===== config.mk =====
export PLATFORM = sky130hd
export DESIGN_NAME = hamming15_enc_scheduler
export DESIGN_NICKNAME = d
export VERILOG_FILES = /design/src/rtl/hamming15_enc_scheduler.sv
export SDC_FILE = /design/constraint.sdc
export NUM_CORES = 1
export LEC_CHECK = 0
export ABC_AREA = 0
export BUFFER_PORTS_ARGS = -buffer_cell sky130_fd_sc_hd__clkbuf_2
export CAP_MARGIN = 20
export CORE_MARGIN = 3
export CORE_UTILIZATION = 50
export CTS_CLUSTER_SIZE = 24
export DETAILED_ROUTE_END_ITERATION = 10
export GPL_TIMING_DRIVEN = 1
export PLACE_DENSITY = 0.95
export SETUP_SLACK_MARGIN = 0.05
export SYNTH_ARGS = -nofsm -noshare
export SYNTH_HDL_FRONTEND = slang
export SYNTH_SLANG_ARGS = --single-unit

===== constraint.sdc =====
create_clock -name clock -period 5.3 [get_ports clock]
set_input_delay 1.06 -clock clock [delete_from_list [all_inputs] [get_ports clock]]
set_output_delay 1.06 -clock clock [all_outputs]
set_load 0.02 [all_outputs]

===== src/rtl/hamming15_enc_scheduler.sv =====
// Round-robin scheduler sharing one Hamming(15,11) encoder among N_REQ requesters.
// Registers the encoder input/ir control and tags each codeword with its requester.
module hamming15_enc_scheduler #(
  parameter int unsigned  N_REQ       = 4,
  parameter int unsigned  BURST_MAX   = 8,
  parameter int unsigned  ENC_LATENCY = 1,
  parameter logic [3:0]   IR_INIT     = 4'b0110,
  localparam int unsigned ID_W        = $clog2(N_REQ)
) (
  input  logic                clock,
  input  logic                reset,
  input  logic [N_REQ-1:0]    req_valid,
  input  logic [N_REQ*11-1:0] req_data,
  output logic [N_REQ-1:0]    req_ready,
  input  logic                ir_step_en,
  output logic [10:0]         enc_in,
  output logic [3:0]          enc_ir,
  input  logic [14:0]         enc_out,
  output logic                out_valid,
  output logic [14:0]         out_data,
  output logic [ID_W-1:0]     out_id,
  output logic                busy
);

  localparam logic [0:0] StIdle  = 1'b0;
  localparam logic [0:0] StGrant = 1'b1;

  logic [0:0]                      state_q, state_d;
  logic [ID_W-1:0]                 gnt_q, gnt_d;
  logic [ID_W-1:0]                 rr_ptr_q, rr_ptr_d;
  logic [7:0]                      burst_cnt_q, burst_cnt_d;
  logic [10:0]                     enc_in_q, enc_in_d;
  logic [3:0]                      enc_ir_q, enc_ir_d;
  logic [ENC_LATENCY:0]            tag_valid_q, tag_valid_d;
  logic [ENC_LATENCY:0][ID_W-1:0]  tag_id_q, tag_id_d;
  logic                            out_valid_q;
  logic [ID_W-1:0]                 out_id_q;

  logic            pick_found;
  logic [ID_W-1:0] pick_id;
  logic [ID_W-1:0] cand;
  logic [10:0]     gnt_word;
  logic            in_grant;
  logic            accept;
  logic            burst_last;

  // Search starts just after the last served requester so it goes to the back of the line.
  always_comb begin
    pick_found = 1'b0;
    pick_id    = '0;
    cand       = '0;
    for (int unsigned i = 1; i <= N_REQ; i++) begin
      cand = ID_W'((32'(rr_ptr_q) + i) % N_REQ);
      if (!pick_found && req_valid[cand]) begin
        pick_found = 1'b1;
        pick_id    = cand;
      end
    end
  end

  always_comb begin
    gnt_word = '0;
    for (int unsigned r = 0; r < N_REQ; r++) begin
      if (gnt_q == ID_W'(r)) gnt_word = req_data[r*11 +: 11];
    end
  end

  assign in_grant   = (state_q == StGrant);
  assign accept     = in_grant && req_valid[gnt_q];
  assign burst_last = ((32'(burst_cnt_q) + 32'd1) == BURST_MAX);

  always_comb begin
    req_ready = '0;
    if (accept) req_ready = N_REQ'(1) << gnt_q;
  end

  always_comb begin
    state_d     = state_q;
    gnt_d       = gnt_q;
    rr_ptr_d    = rr_ptr_q;
    burst_cnt_d = burst_cnt_q;
    enc_in_d    = enc_in_q;
    enc_ir_d    = enc_ir_q;
    case (state_q)
      StIdle: begin
        if (pick_found) begin
          state_d     = StGrant;
          gnt_d       = pick_id;
          burst_cnt_d = '0;
        end
      end
      default: begin
        if (accept) begin
          enc_in_d    = gnt_word;
          burst_cnt_d = burst_cnt_q + 8'd1;
          if (ir_step_en) enc_ir_d = enc_ir_q + 4'd1;
        end
        if (!req_valid[gnt_q] || (accept && burst_last)) begin
          state_d  = StIdle;
          rr_ptr_d = gnt_q;
        end
      end
    endcase
  end

  // Tag pipeline tracks encoder latency; idle slots carry id 0.
  always_comb begin
    tag_valid_d = {tag_valid_q[ENC_LATENCY-1:0], accept};
    tag_id_d    = tag_id_q;
    tag_id_d[0] = accept ? gnt_q : '0;
    for (int unsigned k = 1; k <= ENC_LATENCY; k++) begin
      tag_id_d[k] = tag_id_q[k-1];
    end
  end

  always_ff @(posedge clock or negedge reset) begin
    if (!reset) begin
      state_q     <= StIdle;
      gnt_q       <= '0;
      rr_ptr_q    <= ID_W'(N_REQ - 1);
      burst_cnt_q <= '0;
      enc_in_q    <= '0;
      enc_ir_q    <= IR_INIT;
      tag_valid_q <= '0;
      tag_id_q    <= '0;
      out_valid_q <= 1'b0;
      out_id_q    <= '0;
    end else begin
      state_q     <= state_d;
      gnt_q       <= gnt_d;
      rr_ptr_q    <= rr_ptr_d;
      burst_cnt_q <= burst_cnt_d;
      enc_in_q    <= enc_in_d;
      enc_ir_q    <= enc_ir_d;
      tag_valid_q <= tag_valid_d;
      tag_id_q    <= tag_id_d;
      out_valid_q <= tag_valid_q[ENC_LATENCY];
      out_id_q    <= tag_id_q[ENC_LATENCY];
    end
  end

  assign enc_in    = enc_in_q;
  assign enc_ir    = enc_ir_q;
  assign out_valid = out_valid_q;
  assign out_id    = out_id_q;
  assign out_data  = enc_out;
  assign busy      = in_grant | (|tag_valid_q) | out_valid_q;

endmodule


Word level (Yosys, flattened, before mapping)
Cells that the tools add are included.

operators by class
  muxes and demuxes = 30
  bitwise operators = 3
  equal/unequal tests = 5
  reductions and logical operators = 18
  shifts and indexed selects = 1
  add/sub/neg operators = 7
  order comparisons = 5

operators by type and width
  kind                   number
  $mux W11               4
  $mux W8                3
  $lt A2 B3 Y1 const B   5
  $mux W1                12
  $bmux W1 S2            5
  $mux W2                5
  $add A8 B1 Y9 const B  1
  $eq A9 B4 Y1 const B   1
  $add A8 B1 Y8 const B  1
  $reduce_and A2 Y1      4
  $logic_and A1 B1 Y1    5
  $add A2 B1 Y2 const B  2
  $add A2 B2 Y2 const B  2
  $add A4 B1 Y4 const B  1
  $eq A2 B2 Y1 const B   2
  $logic_not A1 Y1       4
  $mux W4                1
  $shl A1 B2 Y4 const A  1
  $reduce_and A3 Y1      1
  $eq A2 B1 Y1 const B   1
  $logic_not A2 Y1       1
  $ne A2 B1 Y1 const B   1
  $or A1 B1 Y1           2
  $reduce_bool A2 Y1     1
  3 further kinds        3

word-level totals
  input bits = 66
  register bits = 37
  word-level logic and storage cells = 80
  output and inout bits = 38

Depth between registers and ports, before layout
  depth after elaboration = 15
  gate-level depth with buffers = 8

Worst setup path before layout
No wires, ideal clock.

  path type = input-to-output
  start point = input port req_valid[0]
  end point = output port req_ready[0]
  slack = 2.467 ns
  stages on the path = 1
  required time = 4.240 ns
  arrival time = 1.773 ns
  cell sequence = nor4bb_1

on the way
  cells in the longest elaborated chain, start to end = 4

RTL lines
  item                           line  source
  start, declared                12    input logic [N_REQ-1:0] req_valid,
  $bmux W1 S2                    69    assign accept = in_grant && req_valid[gnt_q];
  $mux W1 (not written as such)  69
  $logic_and A1 B1 Y1            69
  $mux W4                        74    if (accept) req_ready = N_REQ'(1) << gnt_q;
  end, declared                  14    output logic [N_REQ-1:0] req_ready,

Every way passes these cells. The select of a mux whose other input is x is not followed.

Worst setup path in the final report
  start point = register gnt_q[0]
  end point = output port req_ready[3]

on the way
  cells in the longest elaborated chain, start to end = 4

RTL lines
  item                           line  source
  start, declared                29    logic [ID_W-1:0] gnt_q, gnt_d;
  start signal, assigned         130   gnt_q <= gnt_d;
  $bmux W1 S2                    69
  $mux W1 (not written as such)  69
  $logic_and A1 B1 Y1            69
  $mux W4 (*)                    74

Mark *: on every way between the ends. The rest lies on a longest branch, timed or not. The select of a mux whose other input is x is not followed.

==> impl_metrics.py <==
metrics = {
    "timing": {
        "max_freq_mhz": 317,
        "hold_violations": 0,
        "min_period_over_period_pct": 59.4,
        "slew_headroom_pct": 35.5,
        "slew_violations": 0,
        "fin_ws_ns": 2.15,
        "rsz0062_at_grt": "no",
        "fin_crit_ns": 3.15,
        "finalSetupTns_ns": 0,
        "worst_pin_slew_ns": 0.968,
        "setup_violations": 0,
        "worst_clock_skew_ns": 0.00202,
    },
    "setup_path": {
        "crit_fanout": 19,
        "rr_startpoint": "gnt_q[0]",
        "path_buf_inv": 1,
        "cpMaxStageDelayCell": "dfrtp_1",
        "r2r_cells": 6,
        "worstSetupStartpointType": "flop",
        "critical_path_arrival_ns": 2.09,
        "worst-r2r-setup-slack_ns": 2.54,
        "crit_type": "reg -> out",
        "reg2reg_to": "rr_ptr_q[0]",
        "cpPeakStageDelay_ns": 0.99,
        "crit_family": "flip-flops",
        "critPathCaptureType": "output pin",
        "required_ns": 4.24,
        "worstSetupPathDepth": 3,
        "crit_chain": "mux2i_1 -> nor3_1 -> clkbuf_2",
    },
    "drt": {
        "vias": 1798,
        "viasPerCell": 5.73,
        "drtAntennaViolNets": 0,
        "wl_per_cell_um": 16.4,
        "dr.pass1.iters": 4,
        "finalWirelength_mm": 5.16,
        "drtIter0Drc": 155,
        "drc": 0,
    },
    "die": {
        "die_h_um": 71.1,
        "io-pin-count": 104,
        "die_area_mm2": 0.00505,
        "fp.dieW_um": 71.1,
        "rows": 23,
        "design.core.area_mm2": 0.00403,
        "start_util_pct": 52.5,
    },
    "synthesis": {
        "yosysUniqueCellTypes": 44,
        "yosysTopAreaCell": "dfrtp_1",
        "syn_area_mm2": 0.00212,
        "synth_cells": 208,
        "avgSynthCellArea_um2": 10.2,
        "async_flop_share_pct": 100,
        "synth_seq_cells": 37,
        "synthTopCellsByCount": "nand2_1, dfrtp_1, buf_4",
        "yosysSeqAreaShare_pct": 44.0,
        "synthTopCellsByArea": "dfrtp_1, mux4_2, nand2_1",
        "yosysTopAreaCellShare_pct": 39.0,
        "syn-num-nets": 277,
        "synthFlopType": "dfrtp_1",
        "yosysMostFrequentCell": "nand2_1",
        "synth_edf_count": 0,
        "yosys_warnings": 0,
    },
    "grt": {
        "grt_pass1_vias": 1767,
        "track_usage_pct": 20.6,
        "grt_max_degree": 38,
        "antenna_found_initial": 0,
        "grt_pass1_wl_mm": 8.16,
        "grt_overflow_total": 0,
    },
    "clocking": {
        "cts_sinks": 37,
        "cts_root_buffer": "clkbuf_8",
        "tritoncts": "built",
        "post_cts_buffers": 0,
        "h-tree-depth": 2,
        "cts-buffers-inserted": 5,
        "clock_path_buffers": 2,
        "cts.clk_slew.worst_paths_ns": 0.08,
        "cts_hold_buf": 0,
        "post_cts_resized": 0,
        "clkLatencyLatePin_ns": 0.30,
    },
    "place": {
        "gp_congestion": 0.879,
        "portBuffers": 73,
        "place_hpwl_mm": 3.87,
        "pre_cts_ws_ns": 2.27,
    },
    "power_and_ir_drop": {
        "power_leakage_nw": 1.24,
        "ir_worst_vdd_uv": 234,
        "p_per_area_mw_per_mm2": 555,
    },
    "run": {
        "max-cap-violations": 0,
    },
    "layout": {
        "antenna_cells": 0,
        "drive_gt1_share_pct": 40.5,
        "utilization_pct": 61.9,
        "fill_cells": 292,
        "syn_to_final_growth_pct": 17.8,
        "nets": 332,
    },
    "outcome": {
        "outcome": "finished clean",
    },
    "hold_path": {
        "worst_hold_path.endpoint": "tag_id_q[3]",
        "hold_start": "tag_id_d[3]",
        "hold_depth": 0,
        "min_path_type": "reg -> reg",
    },
}
sequential cells by signal (all words and copies together) (netlist names):
signal and flops:
enc_in 11, tag_valid_q 2, out_id 2, out_valid 1, tag_id_q 2, tag_id_d 2
enc_ir 4, burst_cnt_q 8, rr_ptr_q 2, in_grant 1, gnt_q 2
placed cells by master, fill, tap and decap left out, drive strengths merged, types with 2 or more instances in the layout:
master and n:
a21oi 6, and2 4, clkbuf 78, dfrtp 33, dfstp 4, ha 3, inv 7, mux2 2
mux2i 2, mux4 12, nand2 47, nand3 7, nand4 2, nor2 11, nor3 2, o21ai 15
o31ai 2, o32ai 2, or4 2, xnor2 4, xor2 3
kinds of logic (layout without fill, tap and decap cells):
family	count (synthesis)	count (layout)	synth area share, %
adder cells (fa/ha/maj)	3	3	1.77
AO/OA/AOI/OAI	32	32	9.93
XOR/XNOR	7	7	2.90
flip-flops	37	37	44.0
buffers and inverters	32	88	9.04
multiplexers	16	16	14.8
AND/OR/NAND/NOR	81	81	17.6
stage by stage:
stage / area (um^2) / power, mW / hold WS [ns] / instances
5_1_grt: 2490 / 1.47 / 0.355 / 314
2_1_floorplan: 2120 / 0.977 / 0.331 / 208
3_3_place_gp: 2380 / 1.10 / 0.333 / 306
6_report: 2490 / 1.38 / 0.350 / 314
4_1_cts: 2490 / 1.39 / 0.352 / 314
3_5_place_dp: 2380 / 1.14 / 0.335 / 306
worst max path at each step:
| stage | start | end |
|---|---|---|
| after CTS | gnt_q[0] | req_ready[3] |
| after global routing | gnt_q[0] | req_ready[3] |
| after global placement | req_valid[3] | rr_ptr_q[1] |
| after detailed placement | req_valid[3] | rr_ptr_q[0] |
| final | gnt_q[0] | req_ready[3] |
| after floorplan | req_valid[0] | req_ready[0] |
where the power goes:
part / total, mW / internal [mW] / switching (mW) / leakage, nW
logic: 0.589 / 0.253 / 0.336 / 0.716
clock network: 0.251 / 0.141 / 0.111 / 0.0543
registers: 0.544 / 0.403 / 0.142 / 0.467
layout make-up:
type / instances / area, um^2 / area share, %
clock buffers: 5 / 68.8 / 2.76
flip-flops and latches: 37 / 931 / 37.3
repair buffers: 73 / 365 / 14.6
multi-input cells: 139 / 995 / 39.9
well taps: 50 / 62.6 / 2.51
clock inverters: 3 / 46.3 / 1.86
inverters: 7 / 26.3 / 1.05
per-layer routing:
layer	track usage (%)	part of all wire [%]	up-vias
met4	10.6	2.6	0
met1	25.2	38	879
met5	0	0	-
met2	33.9	52	81
met3	5.11	7.3	16
li1	-	-	822
Power figures use the tool's default switching activity.
